$ cat config.mk
export PLATFORM = sky130hd
export DESIGN_NAME = sa_autosa_glb_csb_mst
export DESIGN_NICKNAME = d
export VERILOG_FILES = /design/src/rtl/sa_autosa_glb_csb_mst.sv
export SDC_FILE = /design/constraint.sdc
export NUM_CORES = 1
export LEC_CHECK = 0
export ABC_AREA = 1
export CAP_MARGIN = 0
export CORE_MARGIN = 5
export CORE_UTILIZATION = 40
export DETAILED_ROUTE_END_ITERATION = 7
export HOLD_SLACK_MARGIN = 0.03
export PLACE_DENSITY = 0.67
export SLEW_MARGIN = 20
export SYNTH_ARGS = -nofsm -noshare
export SYNTH_HDL_FRONTEND = slang
export SYNTH_SLANG_ARGS = --single-unit
$ cat constraint.sdc
create_clock -name autosa_core_clk -period 3.1 [get_ports autosa_core_clk]
set_clock_uncertainty 0.1 [all_clocks]
set_input_delay 0.775 -clock autosa_core_clk [delete_from_list [all_inputs] [get_ports autosa_core_clk]]
set_output_delay 0.775 -clock autosa_core_clk [all_outputs]
set_load 0.01 [all_outputs]
$ cat src/rtl/sa_autosa_glb_csb_mst.sv
// CSB master: buffers host requests in a small FIFO, forwards them to the GEC,
// tracks how many responses the GEC still owes (and their read/write type),
// forwards GEC responses in order and synthesises error responses on timeout.
// Responses that arrive after their timeout has been reported are dropped.
module sa_autosa_glb_csb_mst #(
   parameter int FIFO_DEPTH = 4,
   parameter int MAX_OUTST  = 4,
   parameter int TIMEOUT    = 1024
) (
   input  logic                             autosa_core_clk,
   input  logic                             autosa_core_rst,
   input  logic [62:0]                      host_req_pd,
   input  logic                             host_req_pvld,
   output logic                             host_req_prdy,
   output logic [62:0]                      csb2gec_req_pd,
   output logic                             csb2gec_req_pvld,
   input  logic                             csb2gec_req_prdy,
   input  logic [33:0]                      gec2csb_resp_pd,
   input  logic                             gec2csb_resp_valid,
   output logic [33:0]                      host_resp_pd,
   output logic                             host_resp_valid,
   output logic [$clog2(MAX_OUTST+1)-1:0]   outst_cnt,
   output logic                             timeout_sticky,
   output logic                             unexp_sticky,
   input  logic                             sticky_clr
);

   localparam int PTR_W = $clog2(FIFO_DEPTH);
   localparam int CNT_W = $clog2(MAX_OUTST + 1);
   localparam int TMR_W = $clog2(TIMEOUT);
   localparam logic [PTR_W:0]   FIFO_FULL = (PTR_W + 1)'(FIFO_DEPTH);
   localparam logic [CNT_W:0]   MAX_SUM   = (CNT_W + 1)'(MAX_OUTST);
   localparam logic [TMR_W-1:0] TMR_LAST  = TMR_W'(TIMEOUT - 1);

   logic [62:0]          fifo_mem_q [FIFO_DEPTH];
   logic [62:0]          fifo_mem_d [FIFO_DEPTH];
   logic [PTR_W-1:0]     wr_ptr_q, wr_ptr_d, rd_ptr_q, rd_ptr_d;
   logic [PTR_W:0]       fifo_cnt_q, fifo_cnt_d;
   logic [MAX_OUTST-1:0] trk_q, trk_d, trk_shift_s;
   logic [CNT_W-1:0]     outst_q, outst_d, drop_q, drop_d, trk_wr_idx_s;
   logic [TMR_W-1:0]     timer_q, timer_d;
   logic                 resp_valid_q, resp_valid_d;
   logic [33:0]          resp_pd_q, resp_pd_d;
   logic                 tmo_sticky_q, tmo_sticky_d, unexp_sticky_q, unexp_sticky_d;

   logic [62:0]          head_s;
   logic                 head_needs_resp_s, fifo_full_s, fifo_empty_s;
   logic [CNT_W:0]       owed_sum_s;
   logic                 acc_s, xfer_s, push_trk_s;
   logic                 drop_nz_s, outst_nz_s, drop_hit_s, fwd_s, unexp_s, tmo_s, pop_s;

   // Request-side handshakes: FIFO flags, head decode and the GEC issue gate.
   always_comb begin
      fifo_full_s       = (fifo_cnt_q == FIFO_FULL);
      fifo_empty_s      = (fifo_cnt_q == {(PTR_W + 1){1'b0}});
      head_s            = fifo_mem_q[rd_ptr_q];
      // reads and non-posted writes both owe a response
      head_needs_resp_s = ~head_s[54] | head_s[55];
      owed_sum_s        = {1'b0, outst_q} + {1'b0, drop_q};
      host_req_prdy     = ~autosa_core_rst & ~fifo_full_s;
      // the owed sum never rises without a transfer, so pvld cannot drop before it
      csb2gec_req_pvld  = ~autosa_core_rst & ~fifo_empty_s &
                          (~head_needs_resp_s | (owed_sum_s < MAX_SUM));
      csb2gec_req_pd    = head_s;
      acc_s             = host_req_pvld & host_req_prdy;
      xfer_s            = csb2gec_req_pvld & csb2gec_req_prdy;
      push_trk_s        = xfer_s & head_needs_resp_s;
   end

   // Response-side event decode; a real response always beats a timeout.
   always_comb begin
      drop_nz_s  = (drop_q != {CNT_W{1'b0}});
      outst_nz_s = (outst_q != {CNT_W{1'b0}});
      drop_hit_s = gec2csb_resp_valid & drop_nz_s;
      fwd_s      = gec2csb_resp_valid & ~drop_nz_s & outst_nz_s;
      unexp_s    = gec2csb_resp_valid & ~drop_nz_s & ~outst_nz_s;
      tmo_s      = ~gec2csb_resp_valid & outst_nz_s & (timer_q == TMR_LAST);
      pop_s      = fwd_s | tmo_s;
   end

   // Request FIFO next state.
   always_comb begin
      fifo_mem_d = fifo_mem_q;
      if (acc_s) begin
         fifo_mem_d[wr_ptr_q] = host_req_pd;
         wr_ptr_d             = wr_ptr_q + PTR_W'(1);
      end else begin
         wr_ptr_d = wr_ptr_q;
      end
      if (xfer_s) begin
         rd_ptr_d = rd_ptr_q + PTR_W'(1);
      end else begin
         rd_ptr_d = rd_ptr_q;
      end
      case ({acc_s, xfer_s})
         2'b10:   fifo_cnt_d = fifo_cnt_q + (PTR_W + 1)'(1);
         2'b01:   fifo_cnt_d = fifo_cnt_q - (PTR_W + 1)'(1);
         default: fifo_cnt_d = fifo_cnt_q;
      endcase
   end

   // Type tracker (oldest at bit 0), owed/drop counters and the wait timer.
   always_comb begin
      trk_shift_s  = pop_s ? (trk_q >> 1'b1) : trk_q;
      trk_wr_idx_s = outst_q - CNT_W'(pop_s);
      for (int i = 0; i < MAX_OUTST; i++) begin
         if (push_trk_s && (trk_wr_idx_s == CNT_W'(i))) begin
            trk_d[i] = head_s[54];
         end else begin
            trk_d[i] = trk_shift_s[i];
         end
      end
      case ({push_trk_s, pop_s})
         2'b10:   outst_d = outst_q + CNT_W'(1);
         2'b01:   outst_d = outst_q - CNT_W'(1);
         default: outst_d = outst_q;
      endcase
      if (tmo_s) begin
         drop_d = drop_q + CNT_W'(1);
      end else if (drop_hit_s) begin
         drop_d = drop_q - CNT_W'(1);
      end else begin
         drop_d = drop_q;
      end
      // timer holds at its last value if a dropped response masks an expiry
      if (!outst_nz_s || pop_s) begin
         timer_d = {TMR_W{1'b0}};
      end else if (timer_q == TMR_LAST) begin
         timer_d = timer_q;
      end else begin
         timer_d = timer_q + TMR_W'(1);
      end
   end

   // Host response register and sticky flags (set wins over clear).
   always_comb begin
      resp_valid_d = pop_s;
      if (fwd_s) begin
         resp_pd_d = gec2csb_resp_pd;
      end else if (tmo_s) begin
         resp_pd_d = {trk_q[0], 1'b1, 32'h0000_0000};
      end else begin
         resp_pd_d = resp_pd_q;
      end
      if (tmo_s) begin
         tmo_sticky_d = 1'b1;
      end else if (sticky_clr) begin
         tmo_sticky_d = 1'b0;
      end else begin
         tmo_sticky_d = tmo_sticky_q;
      end
      if (unexp_s) begin
         unexp_sticky_d = 1'b1;
      end else if (sticky_clr) begin
         unexp_sticky_d = 1'b0;
      end else begin
         unexp_sticky_d = unexp_sticky_q;
      end
   end

   // State registers with synchronous reset.
   always_ff @(posedge autosa_core_clk) begin
      if (autosa_core_rst) begin
         for (int i = 0; i < FIFO_DEPTH; i++) begin
            fifo_mem_q[i] <= 63'd0;
         end
         wr_ptr_q       <= {PTR_W{1'b0}};
         rd_ptr_q       <= {PTR_W{1'b0}};
         fifo_cnt_q     <= {(PTR_W + 1){1'b0}};
         trk_q          <= {MAX_OUTST{1'b0}};
         outst_q        <= {CNT_W{1'b0}};
         drop_q         <= {CNT_W{1'b0}};
         timer_q        <= {TMR_W{1'b0}};
         resp_valid_q   <= 1'b0;
         resp_pd_q      <= 34'd0;
         tmo_sticky_q   <= 1'b0;
         unexp_sticky_q <= 1'b0;
      end else begin
         fifo_mem_q     <= fifo_mem_d;
         wr_ptr_q       <= wr_ptr_d;
         rd_ptr_q       <= rd_ptr_d;
         fifo_cnt_q     <= fifo_cnt_d;
         trk_q          <= trk_d;
         outst_q        <= outst_d;
         drop_q         <= drop_d;
         timer_q        <= timer_d;
         resp_valid_q   <= resp_valid_d;
         resp_pd_q      <= resp_pd_d;
         tmo_sticky_q   <= tmo_sticky_d;
         unexp_sticky_q <= unexp_sticky_d;
      end
   end

   assign host_resp_valid = resp_valid_q;
   assign host_resp_pd    = resp_pd_q;
   assign outst_cnt       = outst_q;
   assign timeout_sticky  = tmo_sticky_q;
   assign unexp_sticky    = unexp_sticky_q;

endmodule

==> impl_metrics.yaml, run 1 <==
run_status:
  status: "finished, final reports clean"
cts:
  cts_max_level: 2
  post_cts_buffers: 0
  cts_buffers: 36
  clk_pin_slew_worst_paths_ns: 0.06
  cts_tree: "done"
  cts-root-buf: "clkbuf_16"
  cts_hold_buf: 0
  clk_latency_ns: 0.51
  cts_num_sinks: 316
  clockBufferDepth: 3
yosys:
  ys_ff_latch: 316
  synth_ff_type: "dfxtp_1"
  synth_edf_count: 0
  ys_warn_count: 0
  synth-seq-area-share: 0.490
  netlist_instances: 1656
  syn_avg_cell_area_um2: 7.80
  synth_nets: 1773
  ys_types: 38
  synth_area_um2: 12900
  async_flop_share: 0
sta:
  max_slew_margin: 0.668
  setup_viol: 0
  slew_viol_final: 0
  rsz0062_at_grt: "yes"
  fin_crit_sh: 0.989
  hold_viol: 0
  tns_ns: 0
  worst_pin_slew_ns: 0.499
  fmax_mhz: 326
  period_needed_ns: 3.07
floorplan:
  coreArea_um2: 31700
  rows: 65
  die_w_um: 190
  start_util: 0.407
  die_height_um: 190
  io_pins: 208
  die_area_um2: 36000
global_routing:
  grt_pass1_vias: 10937
  grt_usage: 0.191
  grt_max_degree: 105
  antenna_found_initial: 3
  overflow: 0
  grt_pass1_wl_um: 57900
pwr:
  power_density_nw_per_um2: 634
  power.total_mw: 10.6
  irDropWorstVdd_uv: 445
  cellLeakagePower_nw: 6.86
route:
  first_pass_iters: 7
  num_vias: 11911
  wirelength_um: 35800
  viasPerCell: 5.34
  drc: 0
  wire_per_inst_um: 16.1
  drtIter0Drc: 1038
  antenna_left: 0
setup_path:
  critPathMaxStageDelay_ns: 0.58
  cp-end-kind: "primary output"
  crit_slowest_cell: "clkdlybuf4s50_1"
  cp-start-kind: "flop"
  required_ns: 2.22
  cp_data_arrival_time_ns: 2.19
  critPathKind: "flop to primary output"
  crit_path_cell_trace: "bufbuf_16, o21ai_0, o22ai_1, clkdlybuf4s50_1"
  cp_max_fo: 18
cells_and_area:
  fillers: 2956
  nets: 1917
  drive_above_1_share: 0.0662
  final_area_um2: 16700
  syn2layout_area_growth_pct: 29.0
  mostFrequentLayoutCells: "o21ai_0, dfxtp_1, a21oi_1"
  final_common_cell: "o21ai_0"
  antenna_cells: 0
job:
  maxCapViolCount: 0
placed_design:
  postPlaceCellArea_um2: 15200
  hpwl_um: 21400
  gp_congestion: 0.783
  numPortBuffers: 207
hold_path:
  worstHoldPathType: "flop to flop"
==> path summary, 6_finish.rpt <==
check,from,end,slack (ns),cells past startpoint
worst max register to register,rd_ptr_q[0],fifo_cnt_q[2],0.46,15
worst min-delay path,host_resp_pd[29],host_resp_pd[29],0.36,2
worst max-delay path,rd_ptr_q[0],csb2gec_req_pd[48],0.03,4
worst min register to register,host_resp_pd[29],host_resp_pd[29],0.36,2
==> power breakdown <==
part           leakage [nW]  switching, mW  internal (mW)  total, mW
Sequential             2.56          0.109           4.26       4.37
Combinational          3.65          0.906          0.729       1.64
Clock                 0.645           1.68           2.89       4.57
==> worst max-delay path: cells and delay by family, from the launching register on <==
family                 cells  cell delay [ns]
buffers and inverters      2             0.92
DFF                        1             0.46
AOI/OAI and AO/OA          2             0.30
==> cell usage after synthesis, types with 3 or more instances <==
| cell type | count | area [µm²] |
|---|---|---|
| o21ai_0 | 363 | 1820 |
| buf_6 | 3 | 33.8 |
| nand2_1 | 119 | 447 |
| nand4_1 | 5 | 31.3 |
| clkbuf_1 | 65 | 244 |
| nand3_1 | 13 | 65.1 |
| a21oi_1 | 303 | 1520 |
| fa_1 | 3 | 60.1 |
| nor2_1 | 158 | 593 |
| buf_4 | 21 | 158 |
| inv_2 | 3 | 11.3 |
| buf_2 | 41 | 205 |
| o21ai_1 | 28 | 140 |
| nor2_2 | 4 | 25.0 |
| a31oi_1 | 3 | 18.8 |
| buf_1 | 3 | 11.3 |
| ha_1 | 11 | 138 |
| dfxtp_1 | 316 | 6330 |
| inv_1 | 108 | 405 |
| nor2_8 | 4 | 80.1 |
| o22ai_1 | 61 | 382 |
| or2_2 | 3 | 18.8 |
==> per-stage QoR <==
stage / hold slack (ns) / utilization / instances / setup WS (ns)
4_1_cts: 0.361 / 0.525 / 2229 / 0.00241
6_report: 0.360 / 0.526 / 2229 / 0.0342
2_1_floorplan: 0.356 / - / 1656 / 0.580
3_5_place_dp: 0.351 / 0.481 / 2161 / 0.0677
3_3_place_gp: 0.348 / 0.481 / 2161 / 0.0755
5_1_grt: 0.372 / 0.526 / 2229 / -0.0671
==> repair_timing <==
item | 4_1_cts | 5_1_grt
cloned | 3 | 0
endpoints found under the setup margin | 52 | 22
resized for setup | 44 | 10
pin swaps | 0 | 1
==> state kept, by name (all words and copies together), names as in the netlist <==
register	flops
host_resp_valid	1
fifo_cnt_q	3
wr_ptr_q	2
drop_q	3
timer_q	10
fifo_mem_q	252
trk_q	4
outst_cnt	3
host_resp_pd	34
timeout_sticky	1
rd_ptr_q	2
unexp_sticky	1
==> layer usage <==
metal  track usage  vias up  wire, µm
met5             0        -        38
met4        0.0456        6       660
met3        0.0391       63      2630
met2         0.308      426     16100
met1         0.266     5452     16400
li1              -     5964         -
==> logic make-up after synthesis <==
kind of cell	count (synthesis)	share of synthesized area
buf+inv	244	0.0827
fa+ha+maj	14	0.0153
xor+xnor	3	0.00203
flops	316	0.490
simple gates	314	0.105
compound gates	765	0.305
==> cell type report <==
cell class / instances / area (µm²) / share of cell area
Timing Repair Buffer: 239 / 2580 / 0.155
Multi-Input combinational cell: 1096 / 5530 / 0.332
Sequential cell: 316 / 6330 / 0.380
Clock buffer: 49 / 1050 / 0.0631
Tap cell: 402 / 503 / 0.0302
Clock inverter: 16 / 249 / 0.0149
Inverter: 111 / 427 / 0.0256
No activity file was read; power rests on OpenSTA's default activity.
==> inputs of run 2 (changes only) <==
--- a/config.mk
+++ b/config.mk
@@ -8,10 +8,10 @@
 export ABC_AREA = 1
 export CAP_MARGIN = 0
 export CORE_MARGIN = 5
-export CORE_UTILIZATION = 40
+export CORE_UTILIZATION = 50
 export DETAILED_ROUTE_END_ITERATION = 7
 export HOLD_SLACK_MARGIN = 0.03
-export PLACE_DENSITY = 0.67
+export PLACE_DENSITY = 0.79
 export SLEW_MARGIN = 20
 export SYNTH_ARGS = -nofsm -noshare
 export SYNTH_HDL_FRONTEND = slang
==> run 2 against run 1 <==
  * Combinational power about the same
  * Routed wire length is 0.68% higher
  * First-iteration DRC count up 19%
  * Critical path type unchanged
  * Die area down 19%
  * Largest cell class unchanged
  * Non-clock buffer count up 13
==> impl_metrics.yaml, run 2 (same netlist as run 1, synthesis figures left out) <==
sta:
  slew_viol_final: 0
  rsz0062_at_grt: "yes"
  fmax_mhz: 323
  hold_viol: 0
  worst_pin_slew_ns: 0.415
  setup_viol: 0
  max_slew_margin: 0.722
  fin_crit_sh: 0.999
  period_needed_ns: 3.10
cts:
  cts_num_sinks: 316
  cts_tree: "done"
  cts_buffers: 31
  clockBufferDepth: 3
  cts-root-buf: "clkbuf_16"
  cts_max_level: 1
  clk_latency_ns: 0.55
  clk_pin_slew_worst_paths_ns: 0.07
cells_and_area:
  drive_above_1_share: 0.0666
  syn2layout_area_growth_pct: 28.1
  nets: 1925
  antenna_cells: 0
  largest-register: "fifo_mem_q"
  final_common_cell: "o21ai_0"
  largest_reg_flops: 252
  mostFrequentLayoutCells: "o21ai_0, dfxtp_1, a21oi_1"
  final_util: 0.654
setup_path:
  critPathKind: "flop to primary output"
  crit_family: "buffers and inverters"
  crit_buf_inv: 3
  crit_slowest_cell: "clkdlybuf4s50_1"
  cp_num_cells: 5
  cp_max_fo: 30
  crit_path_cell_trace: "clkinv_4, buf_8, nor2_1, o22ai_2, clkdlybuf4s50_1"
  cp_data_arrival_time_ns: 2.22
  cp-end-kind: "primary output"
  cp-start-kind: "flop"
  critPathMaxStageDelay_ns: 0.58
  reg2reg_depth: 16
  required_ns: 2.22
route:
  num_vias: 12180
  viasPerCell: 5.63
  drc: 0
  first_pass_iters: 7
  antenna_left: 0
  wirelength_um: 36100
  drtIter0Drc: 1236
  wire_per_inst_um: 16.7
floorplan:
  start_util: 0.510
  rows: 58
  die_height_um: 171
  io_pins: 208
  die_w_um: 171
  die_area_um2: 29200
  coreArea_um2: 25300
global_routing:
  grt_usage: 0.233
  grt_max_degree: 110
  overflow: 0
  grt_pass1_vias: 11395
  grt_pass1_wl_um: 57500
  antenna_found_initial: 1
placed_design:
  numPortBuffers: 207
  hpwl_um: 21400
  gp_congestion: 0.852
run_status:
  status: "finished, final reports clean"
hold_path:
  min_path_cells: 2
  worstHoldPathType: "flop to flop"
job:
  maxCapViolCount: 0
pwr:
  cellLeakagePower_nw: 7.24
  power_density_nw_per_um2: 589
  irDropWorstVdd_uv: 419
  power.total_mw: 9.76
[run 2: worst paths after layout]
path                                       from  slack (ns)                  to
worst max-delay path                rd_ptr_q[0]       0.003  csb2gec_req_pd[58]
worst min register to register  host_resp_pd[9]        0.36     host_resp_pd[9]
worst max register to register      rd_ptr_q[0]        0.40       fifo_cnt_q[2]
worst min-delay path            host_resp_pd[9]        0.36     host_resp_pd[9]
[run 2: per-layer routing]
| metal | vias to the layer above | share of wire | GRT usage |
|---|---|---|---|
| li1 | 5976 | - | - |
| met1 | 5682 | 0.43 | 0.322 |
| met2 | 466 | 0.46 | 0.388 |
| met3 | 54 | 0.086 | 0.0416 |
| met4 | 2 | 0.018 | 0.0444 |
| met5 | - | 0.00019 | 0 |
[run 2: area by class of cell]
| cell class | count | area [µm²] |
|---|---|---|
| Fill cell | 2106 | 8770 |
| Multi-Input combinational cell | 1096 | 5540 |
| Clock inverter | 9 | 101 |
| Clock buffer | 48 | 900 |
| Tap cell | 330 | 413 |
| Timing Repair Buffer | 252 | 2840 |
| Inverter | 111 | 429 |
| Sequential cell | 316 | 6330 |
[run 2: through the flow]
stage | instance area (µm²) | worst slack, ns | setup TNS [ns] | hold slack, ns | std cells
finish | 16600 | 0.00288 | 0 | 0.359 | 2162
floorplan | 12900 | 0.580 | 0 | 0.356 | 1656
global route | 16600 | -0.0768 | -0.140 | 0.376 | 2162
CTS | 16300 | -0.0388 | -0.202 | 0.363 | 2155
detailed placement | 15200 | -0.00503 | -0.00503 | 0.353 | 2095
global placement | 15200 | 0.0722 | 0 | 0.347 | 2095
[run 2: worst min-delay path, delay by kind of cell (launching register included)]
kind	cells	cell delay (ns)
flops	1	0.31
compound gates	1	0.05
simple gates	1	0.06
[run 2: where the power goes]
group | total, mW | switching [mW] | internal [mW]
clock | 3.72 | 1.56 | 2.15
combinational | 1.67 | 0.916 | 0.752
sequential | 4.37 | 0.113 | 4.26
[run 2: timing repair]
item	CTS	global route
setup buffers	1	5
gates resized for setup	34	51
hold buffers	0	0
endpoints found under the setup margin	61	48
endpoints found under the hold margin	0	0
cloned	2	3
